**src/rtl/demux_1n_stream_pkg.sv**
```systemverilog
// Shared constants and helpers for the 1-to-N stream demultiplexer.
package demux_pkg;

    localparam int unsigned DROP_CNT_W = 16;
    localparam logic [DROP_CNT_W-1:0] DROP_SAT = {DROP_CNT_W{1'b1}};

    // Ceiling log2 for elaboration-time width derivation (n >= 2).
    function automatic int unsigned clog2(input int unsigned n);
        int unsigned r;
        int unsigned v;
        r = 0;
        v = n - 1;
        while (v != 0) begin
            r = r + 1;
            v = v >> 1;
        end
        return r;
    endfunction

endpackage

```
**src/rtl/demux_1n_stream_if.sv**
```systemverilog
// Single-producer input stream plus N per-channel output streams of the demux.
interface demux_1n_stream_if
    import demux_pkg::*;
#(
    parameter int unsigned DATA_W = 8,
    parameter int unsigned N_OUT  = 8,
    parameter int unsigned SEL_W  = clog2(N_OUT)
);

    logic [DATA_W-1:0]       in_data;
    logic [SEL_W-1:0]        in_sel;
    logic                    in_bcast;
    logic                    in_valid;
    logic                    in_ready;
    logic [N_OUT*DATA_W-1:0] out_data;
    logic [N_OUT-1:0]        out_valid;
    logic [N_OUT-1:0]        out_ready;

    // Producer and consumer side (the testbench / surrounding fabric).
    modport master (
        output in_data, in_sel, in_bcast, in_valid, out_ready,
        input  in_ready, out_data, out_valid
    );

    // The demultiplexer itself.
    modport slave (
        input  in_data, in_sel, in_bcast, in_valid, out_ready,
        output in_ready, out_data, out_valid
    );

endinterface

```
**src/rtl/demux_1n_stream_onehot_dec.sv**
```systemverilog
// Combinational select decoder: one-hot, all-ones for broadcast, empty plus drop flag when out of range.
module onehot_dec
    import demux_pkg::*;
#(
    parameter int unsigned N_OUT = 8,
    parameter int unsigned SEL_W = clog2(N_OUT)
) (
    input  logic [SEL_W-1:0] sel,
    input  logic             en,
    input  logic             all,
    output logic [N_OUT-1:0] onehot,
    output logic             drop_c
);

    localparam logic [SEL_W:0] N_OUT_X = (SEL_W+1)'(N_OUT);

    logic in_range_c;

    assign in_range_c = ({1'b0, sel} < N_OUT_X);
    assign drop_c     = en & ~all & ~in_range_c;

    // Out-of-range sel matches no index, so it naturally decodes to zero.
    always_comb begin
        onehot = '0;
        for (int unsigned k = 0; k < N_OUT; k++) begin
            if (en && (all || (sel == SEL_W'(k)))) begin
                onehot[k] = 1'b1;
            end
        end
    end

endmodule

```
**src/rtl/demux_1n_stream.sv**
```systemverilog
// 1-to-N stream demultiplexer with a single holding stage and per-channel retire.
module demux_1n_stream
    import demux_pkg::*;
#(
    parameter int unsigned DATA_W   = 8,
    parameter int unsigned N_OUT    = 8,
    parameter int unsigned SEL_W    = clog2(N_OUT),
    parameter int unsigned BCAST_EN = 1
) (
    input  logic                  clk,
    input  logic                  rst_n,
    demux_1n_stream_if.slave      bus,
    output logic [DROP_CNT_W-1:0] drop_cnt,
    output logic                  busy
);

    logic [DATA_W-1:0]     hold_data_q, hold_data_d;
    logic [N_OUT-1:0]      pending_q,   pending_d;
    logic [DROP_CNT_W-1:0] drop_cnt_q,  drop_cnt_d;
    logic                  busy_q,      busy_d;

    logic                  accept_c;
    logic                  bcast_c;
    logic                  drop_c;
    logic [N_OUT-1:0]      dest_mask_c;

    // Ready whenever every still-owed channel takes its beat this cycle.
    assign bus.in_ready = ((pending_q & ~bus.out_ready) == '0);
    assign accept_c     = bus.in_valid & bus.in_ready;
    assign bcast_c      = bus.in_bcast & (BCAST_EN != 0);

    onehot_dec #(
        .N_OUT (N_OUT),
        .SEL_W (SEL_W)
    ) u_dec (
        .sel    (bus.in_sel),
        .en     (accept_c),
        .all    (bcast_c),
        .onehot (dest_mask_c),
        .drop_c (drop_c)
    );

    // Next state: retire per channel, a new accept overwrites the whole mask.
    always_comb begin
        hold_data_d = hold_data_q;
        pending_d   = pending_q & ~bus.out_ready;
        drop_cnt_d  = drop_cnt_q;
        if (accept_c) begin
            hold_data_d = bus.in_data;
            pending_d   = dest_mask_c;
            if (drop_c && (drop_cnt_q != DROP_SAT)) begin
                drop_cnt_d = drop_cnt_q + DROP_CNT_W'(1);
            end
        end
        busy_d = (pending_d != '0);
    end

    always_ff @(posedge clk or negedge rst_n) begin
        if (!rst_n) begin
            hold_data_q <= '0;
            pending_q   <= '0;
            drop_cnt_q  <= '0;
            busy_q      <= 1'b0;
        end else begin
            hold_data_q <= hold_data_d;
            pending_q   <= pending_d;
            drop_cnt_q  <= drop_cnt_d;
            busy_q      <= busy_d;
        end
    end

    assign bus.out_valid = pending_q;
    assign bus.out_data  = {N_OUT{hold_data_q}};
    assign drop_cnt      = drop_cnt_q;
    assign busy          = busy_q;

endmodule
```
**src/flat_wrapper.sv**
```systemverilog
// flat-port wrapper written by rule: the top's interface ports become plain ports
module demux_1n_stream_flat import demux_pkg::*;
#(
    parameter int unsigned DATA_W   = 8,
    parameter int unsigned N_OUT    = 8,
    parameter int unsigned SEL_W    = clog2(N_OUT),
    parameter int unsigned BCAST_EN = 1
)
  (clk, rst_n, drop_cnt, busy, bus_in_data, bus_in_sel, bus_in_bcast, bus_in_valid, bus_out_ready, bus_in_ready, bus_out_data, bus_out_valid);
  demux_1n_stream_if #(.DATA_W(DATA_W), .N_OUT(N_OUT), .SEL_W(SEL_W)) bus_i ();
  input  logic clk;
  input  logic rst_n;
  output logic [DROP_CNT_W-1:0] drop_cnt;
  output logic busy;
  input wire logic [$bits(bus_i.in_data)-1:0] bus_in_data;
  input wire logic [$bits(bus_i.in_sel)-1:0] bus_in_sel;
  input wire logic [$bits(bus_i.in_bcast)-1:0] bus_in_bcast;
  input wire logic [$bits(bus_i.in_valid)-1:0] bus_in_valid;
  input wire logic [$bits(bus_i.out_ready)-1:0] bus_out_ready;
  output wire logic [$bits(bus_i.in_ready)-1:0] bus_in_ready;
  output wire logic [$bits(bus_i.out_data)-1:0] bus_out_data;
  output wire logic [$bits(bus_i.out_valid)-1:0] bus_out_valid;
  assign bus_i.in_data = bus_in_data;
  assign bus_i.in_sel = bus_in_sel;
  assign bus_i.in_bcast = bus_in_bcast;
  assign bus_i.in_valid = bus_in_valid;
  assign bus_i.out_ready = bus_out_ready;
  assign bus_in_ready = bus_i.in_ready;
  assign bus_out_data = bus_i.out_data;
  assign bus_out_valid = bus_i.out_valid;
  demux_1n_stream #(.DATA_W(DATA_W), .N_OUT(N_OUT), .SEL_W(SEL_W), .BCAST_EN(BCAST_EN)) u_core (.clk(clk), .rst_n(rst_n), .bus(bus_i), .drop_cnt(drop_cnt), .busy(busy));
endmodule
```
**config.mk**
```make
export PLATFORM = sky130hd
export DESIGN_NAME = demux_1n_stream_flat
export DESIGN_NICKNAME = d
export VERILOG_FILES = /design/src/rtl/demux_1n_stream_pkg.sv /design/src/rtl/demux_1n_stream_if.sv /design/src/rtl/demux_1n_stream_onehot_dec.sv /design/src/rtl/demux_1n_stream.sv /design/src/flat_wrapper.sv
export SDC_FILE = /design/constraint.sdc
export NUM_CORES = 1
export LEC_CHECK = 0
export BUFFER_PORTS_ARGS = -buffer_cell sky130_fd_sc_hd__buf_2
export CAP_MARGIN = 10
export CORE_MARGIN = 5
export CORE_UTILIZATION = 38
export DETAILED_ROUTE_END_ITERATION = 10
export PLACE_DENSITY = 0.81
export SLEW_MARGIN = 40
export SYNTH_ARGS = -nofsm -noshare
export SYNTH_HDL_FRONTEND = slang
export SYNTH_SLANG_ARGS = --single-unit
```
**constraint.sdc**
```tcl
create_clock -name clk -period 1.6 [get_ports clk]
set_clock_uncertainty 0.05 [all_clocks]
set_input_delay 0.32 -clock clk [delete_from_list [all_inputs] [get_ports clk]]
set_output_delay 0.32 -clock clk [all_outputs]
set_load 0.05 [all_outputs]
```
After elaboration in Yosys (flattened, before gate mapping)

Cells that the tools add are included.

Bits in registers: 17
Bits of input ports: 23
Logic and storage cells: 41

Equal/unequal tests: 7
Muxes and demuxes: 9
Bitwise gates (word level): 3
Reductions and logical operators: 19

Operator list:

| operator                                                         | number |
|---|---|
| 3-bit == test (second input constant)                            | 4 |
| 8-bit AND                                                        | 1 |
| 1-bit logical AND                                                | 8 |
| 8-bit zero test                                                  | 1 |
| 1-bit logical OR                                                 | 8 |
| 1-bit two-way mux                                                | 8 |
| 8-bit two-way mux                                                | 1 |
| 8-bit inverter                                                   | 1 |
| 8-bit nonzero test                                               | 1 |
| 3-bit by 2-bit == test with 1-bit output (second input constant) | 2 |
| 3-bit by 1-bit == test with 1-bit output (second input constant) | 1 |
| 3-bit zero test                                                  | 1 |
| 1-bit AND                                                        | 1 |

Logic depth before layout (Yosys ltp)

Word-level depth: 8
Gate-level depth with buffers: 6
Mapped depth without buffers: 4

Hierarchy

A second synthesis with hierarchy kept.

Cell total of the unflattened synthesis: 217
Area total of the unflattened synthesis: 2038.2 um^2

Modules (own cells, without submodules):

| module          | instances | cells each | area an instance (um^2) | seq. area each (um^2) |
|---|---|---|---|---|
| demux_1n_stream | 1         | 199        | 1941.9                  | 825.8 |
| onehot_dec      | 1         | 18         | 96.3                    | 0.0 |

Worst setup path before layout

OpenSTA, ideal clock, no wires.

Path kind: register -> output
From: reg u_core.pending_q[0] (netlist: u_core.bus.out_valid[0])
To: out bus_in_ready
Arrival time: 1377 ps
Required time: 1230 ps
Setup slack: -147 ps
Cell stages (with the launch flop): 4
Path through: dfrtp_1 > nand2b_1 > and4_1 > and3b_1

Cells in the longest elaborated chain, start to end: 2

RTL lines:

| item                     | line                  | text |
|---|---|---|
| start: declaration       | demux_1n_stream.sv:18 | `logic [N_OUT-1:0] pending_q, pending_d;` |
| start signal: assignment | demux_1n_stream.sv:66 | `pending_q <= pending_d;` |
| 8-bit AND                | demux_1n_stream.sv:28 | `assign bus.in_ready = ((pending_q & ~bus.out_ready) == '0);` |
| 8-bit zero test          | demux_1n_stream.sv:28 |  |
| end: declaration         | flat_wrapper.sv:20    | `output wire logic [$bits(bus_i.in_ready)-1:0] bus_in_ready;` |

No other way between the ends.

Worst setup path in the final report

From: reg u_core.pending_q[4] (netlist: u_core.bus.out_valid[4])
To: out bus_in_ready

Same word-level chain as after synthesis.

==> flow_summary.yaml <==
status:
  run_status: "finished, violations left"
  failing_checks: "setup timing"
global_route:
  wire_length_of_the_first_global_routing_pass_um: 3340
  grt_util_overall: 0.0989
  grt_max_degree: 18
  overflow: 0
  antenna_found_initial: 0
  first_global_vias: 738
route:
  ant_nets: 0
  detail_route.vias_per_cell: 3.96
  drt-initial-drc-count: 12
  num_vias: 904
  totalWireLength_um: 2590
  drtPass1Iterations: 3
  drt_drc_violations_left: 0
  wl_per_cell_um: 11.4
min_path:
  worst_hold_path_type: "primary input to register"
  hp-start: "bus_in_valid"
worst_setup_path:
  critical_path_class: "register to output port"
  worst_setup_path_start_kind: "register"
  timing.critical_path.cells: "nand2b_1 -> and4_1 -> and3b_2 -> buf_8"
  timing.reg2reg.setup_slack_ns: -0.01
  rr_startpoint: "u_core.bus.out_valid[4]"
  cp-startpoint: "u_core.bus.out_valid[4]"
  data_required_time_of_the_critical_path_ns: 1.23
  crit_path_max_fanout: 2
  critPathMaxStageDelay_ns: 0.42
  r2r_cells: 6
  worstPathArrival_ns: 1.39
  timing.critical_path.to: "bus_in_ready"
  cp_num_cells: 4
  critical_path.reg2reg.endpoint: "u_core.hold_data_q[6]"
  cpMaxStageDelayCell: "sky130_fd_sc_hd__dfrtp_2"
  critical_path_buf_inv_count: 1
  cp_top_family: "simple AND/OR/NAND/NOR gates"
  timing.critical_path.to_type: "output port"
flow_run:
  maxCapViolCount: 0
yosys:
  synth.cell_area_um2: 1300
  ys_seq_elements: 17
  synth_area_per_cell_um2: 9.61
  syn_inst: 135
  synth_top_area_cell: "sky130_fd_sc_hd__buf_4"
  yosys-top-cells-area: "sky130_fd_sc_hd__buf_4, sky130_fd_sc_hd__dfrtp_1, sky130_fd_sc_hd__mux2_2"
  post-synth-top-area-fraction: 0.417
  synth-seq-area-share: 0.328
  netlist_cell_types: 19
  synth-warning-count: 0
layout:
  finish.net_count: 206
  finalNonFillerCells: 228
  final_layout_size_suffix_gt1_frac: 0.676
  layout.cell_area.non_filler_um2: 1440
  insertedDiodeCount: 0
  syn_to_final_growth_pct: 10.9
  fillerInstances: 347
placed_design:
  detailed_place_hpwl_um: 2170
  io_buffer_count: 96
  post-place-cells: 220
  final_weighted_congestion_in_routability_driven_placement: 0.713
  post_dp_cell_area_um2: 1360
clocking:
  clock_insertion_delay_worst_skew_ns: 0.29
  cts_made_buffers: 3
  clk_root_buffer_cell: "sky130_fd_sc_hd__clkbuf_4"
  tritoncts: "done"
  clock_tree.buffer_depth: 2
  h-tree-depth: 1
  clkSinkCount: 17
  worst_setup_hold_path_clk_slew_ns: 0.10
sta:
  fmax_ghz: 0.569
  finalHoldWorstSlack_ns: 0.180
  rsz0062_at_grt: "true"
  finalHoldViolCount: 0
  slew_viol_final: 0
  post-route-period-util: 1.10
  min_period_ns: 1.76
  setup_viol_count_final: 3
  post-route-worst-setup-slack_ns: -0.156
floorplanning:
  start_util: 0.392
  chipWidth_um: 68.4
  design.core.area_um2: 3310
  floorplan.rows: 21
  ios: 113
  die_height_um: 68.4
  die_area_um2: 4680
==> flip-flops by register name, indices dropped and copies added (netlist names) <==
| register | cells |
|---|---|
| u_core.hold_data_q | 8 |
| u_core.busy | 1 |
| u_core.bus.out_valid | 8 |
==> layout by cell type (no fill, tap or decap) <==
cell,n
sky130_fd_sc_hd__nand4bb_1,1
sky130_fd_sc_hd__nand2b_1,6
sky130_fd_sc_hd__o21bai_1,2
sky130_fd_sc_hd__nor2_1,1
sky130_fd_sc_hd__conb_1,16
sky130_fd_sc_hd__mux2_4,2
sky130_fd_sc_hd__buf_4,3
sky130_fd_sc_hd__o21ai_1,5
sky130_fd_sc_hd__buf_8,1
sky130_fd_sc_hd__mux2_2,6
sky130_fd_sc_hd__nor2b_1,2
sky130_fd_sc_hd__dlygate4sd3_1,1
sky130_fd_sc_hd__inv_1,4
sky130_fd_sc_hd__clkbuf_4,3
sky130_fd_sc_hd__and3b_2,1
sky130_fd_sc_hd__clkbuf_1,1
sky130_fd_sc_hd__and4_1,1
sky130_fd_sc_hd__dfrtp_2,8
sky130_fd_sc_hd__buf_6,3
sky130_fd_sc_hd__o21ai_2,1
sky130_fd_sc_hd__a31oi_1,8
sky130_fd_sc_hd__dfrtp_1,9
sky130_fd_sc_hd__buf_2,95
sky130_fd_sc_hd__nand2_1,2
==> stage by stage <==
stage	TNS, ns	utilization	setup slack (ns)
after floorplan	-0.0891	-	-0.0446
after global placement	0	0.409	0.0340
after detailed placement	0	0.409	0.0139
after CTS	-1.30	0.430	-0.171
after global routing	-0.684	0.435	-0.210
final	-0.171	0.435	-0.156
==> synth_stat cells <==
library cell and count:
sky130_fd_sc_hd__buf_8 1, sky130_fd_sc_hd__nand4bb_1 1, sky130_fd_sc_hd__and3b_1 1, sky130_fd_sc_hd__nand2_1 2, sky130_fd_sc_hd__nand2b_1 6, sky130_fd_sc_hd__buf_1 1, sky130_fd_sc_hd__dfrtp_1 17, sky130_fd_sc_hd__o21bai_1 2
sky130_fd_sc_hd__buf_6 1, sky130_fd_sc_hd__o21ai_0 6, sky130_fd_sc_hd__mux2_2 6, sky130_fd_sc_hd__nor2_1 1, sky130_fd_sc_hd__buf_4 72, sky130_fd_sc_hd__inv_1 4, sky130_fd_sc_hd__a31oi_1 8, sky130_fd_sc_hd__conb_1 1
sky130_fd_sc_hd__mux2_4 2, sky130_fd_sc_hd__and4_1 1, sky130_fd_sc_hd__nor2b_1 2
==> worst reg2reg max path, cell delays in order, from the launching register on <==
cell and delay, ns:
sky130_fd_sc_hd__dfrtp_2 0.42, sky130_fd_sc_hd__nand2b_1 0.09, sky130_fd_sc_hd__and4_1 0.22, sky130_fd_sc_hd__buf_4 0.11
sky130_fd_sc_hd__nand4bb_1 0.16, sky130_fd_sc_hd__buf_6 0.18, sky130_fd_sc_hd__mux2_4 0.29
==> worst min path at each step <==
stage	end	slack, ns	depth (start not counted)
detailed placement	u_core.hold_data_q[2]	0.22	1
global route	u_core.busy	0.18	3
global placement	u_core.hold_data_q[2]	0.22	1
CTS	u_core.busy	0.18	3
finish	u_core.busy	0.18	3
floorplan	u_core.bus.out_valid[0]	-0.03	0
==> kinds of logic after synthesis <==
| family | share of synthesized area |
|---|---|
| other cells | 0.00289 |
| buf+inv | 0.451 |
| flops | 0.328 |
| mux | 0.0752 |
| simple gates | 0.0694 |
| compound gates | 0.0733 |
==> per-layer routing <==
layer,track usage,vias up,wire [µm]
met2,0.185,62,1320
li1,-,442,-
met4,0.0372,0,13
met3,0.0279,2,426
met1,0.103,398,832
met5,0,-,0
==> cell type report <==
| class | instances | area (µm²) | area share |
|---|---|---|---|
| Timing Repair Buffer | 103 | 557 | 0.387 |
| Inverter | 4 | 15.0 | 0.0104 |
| Clock buffer | 4 | 26.3 | 0.0183 |
| Sequential cell | 17 | 435 | 0.303 |
| Tap cell | 46 | 57.6 | 0.0400 |
| Multi-Input combinational cell | 54 | 348 | 0.242 |
==> repair_timing <==
action,in CTS,in global routing
buffers inserted,3,1
pin swaps,2,3
endpoints found under the hold margin,17,0
gates resized for setup,3,10
endpoints found under the setup margin,1,17
gates cloned,0,0
hold buffers,1,0
Power is not shown: default switching activity piles up to over one toggle a cycle in this logic, so the estimate is an artifact.
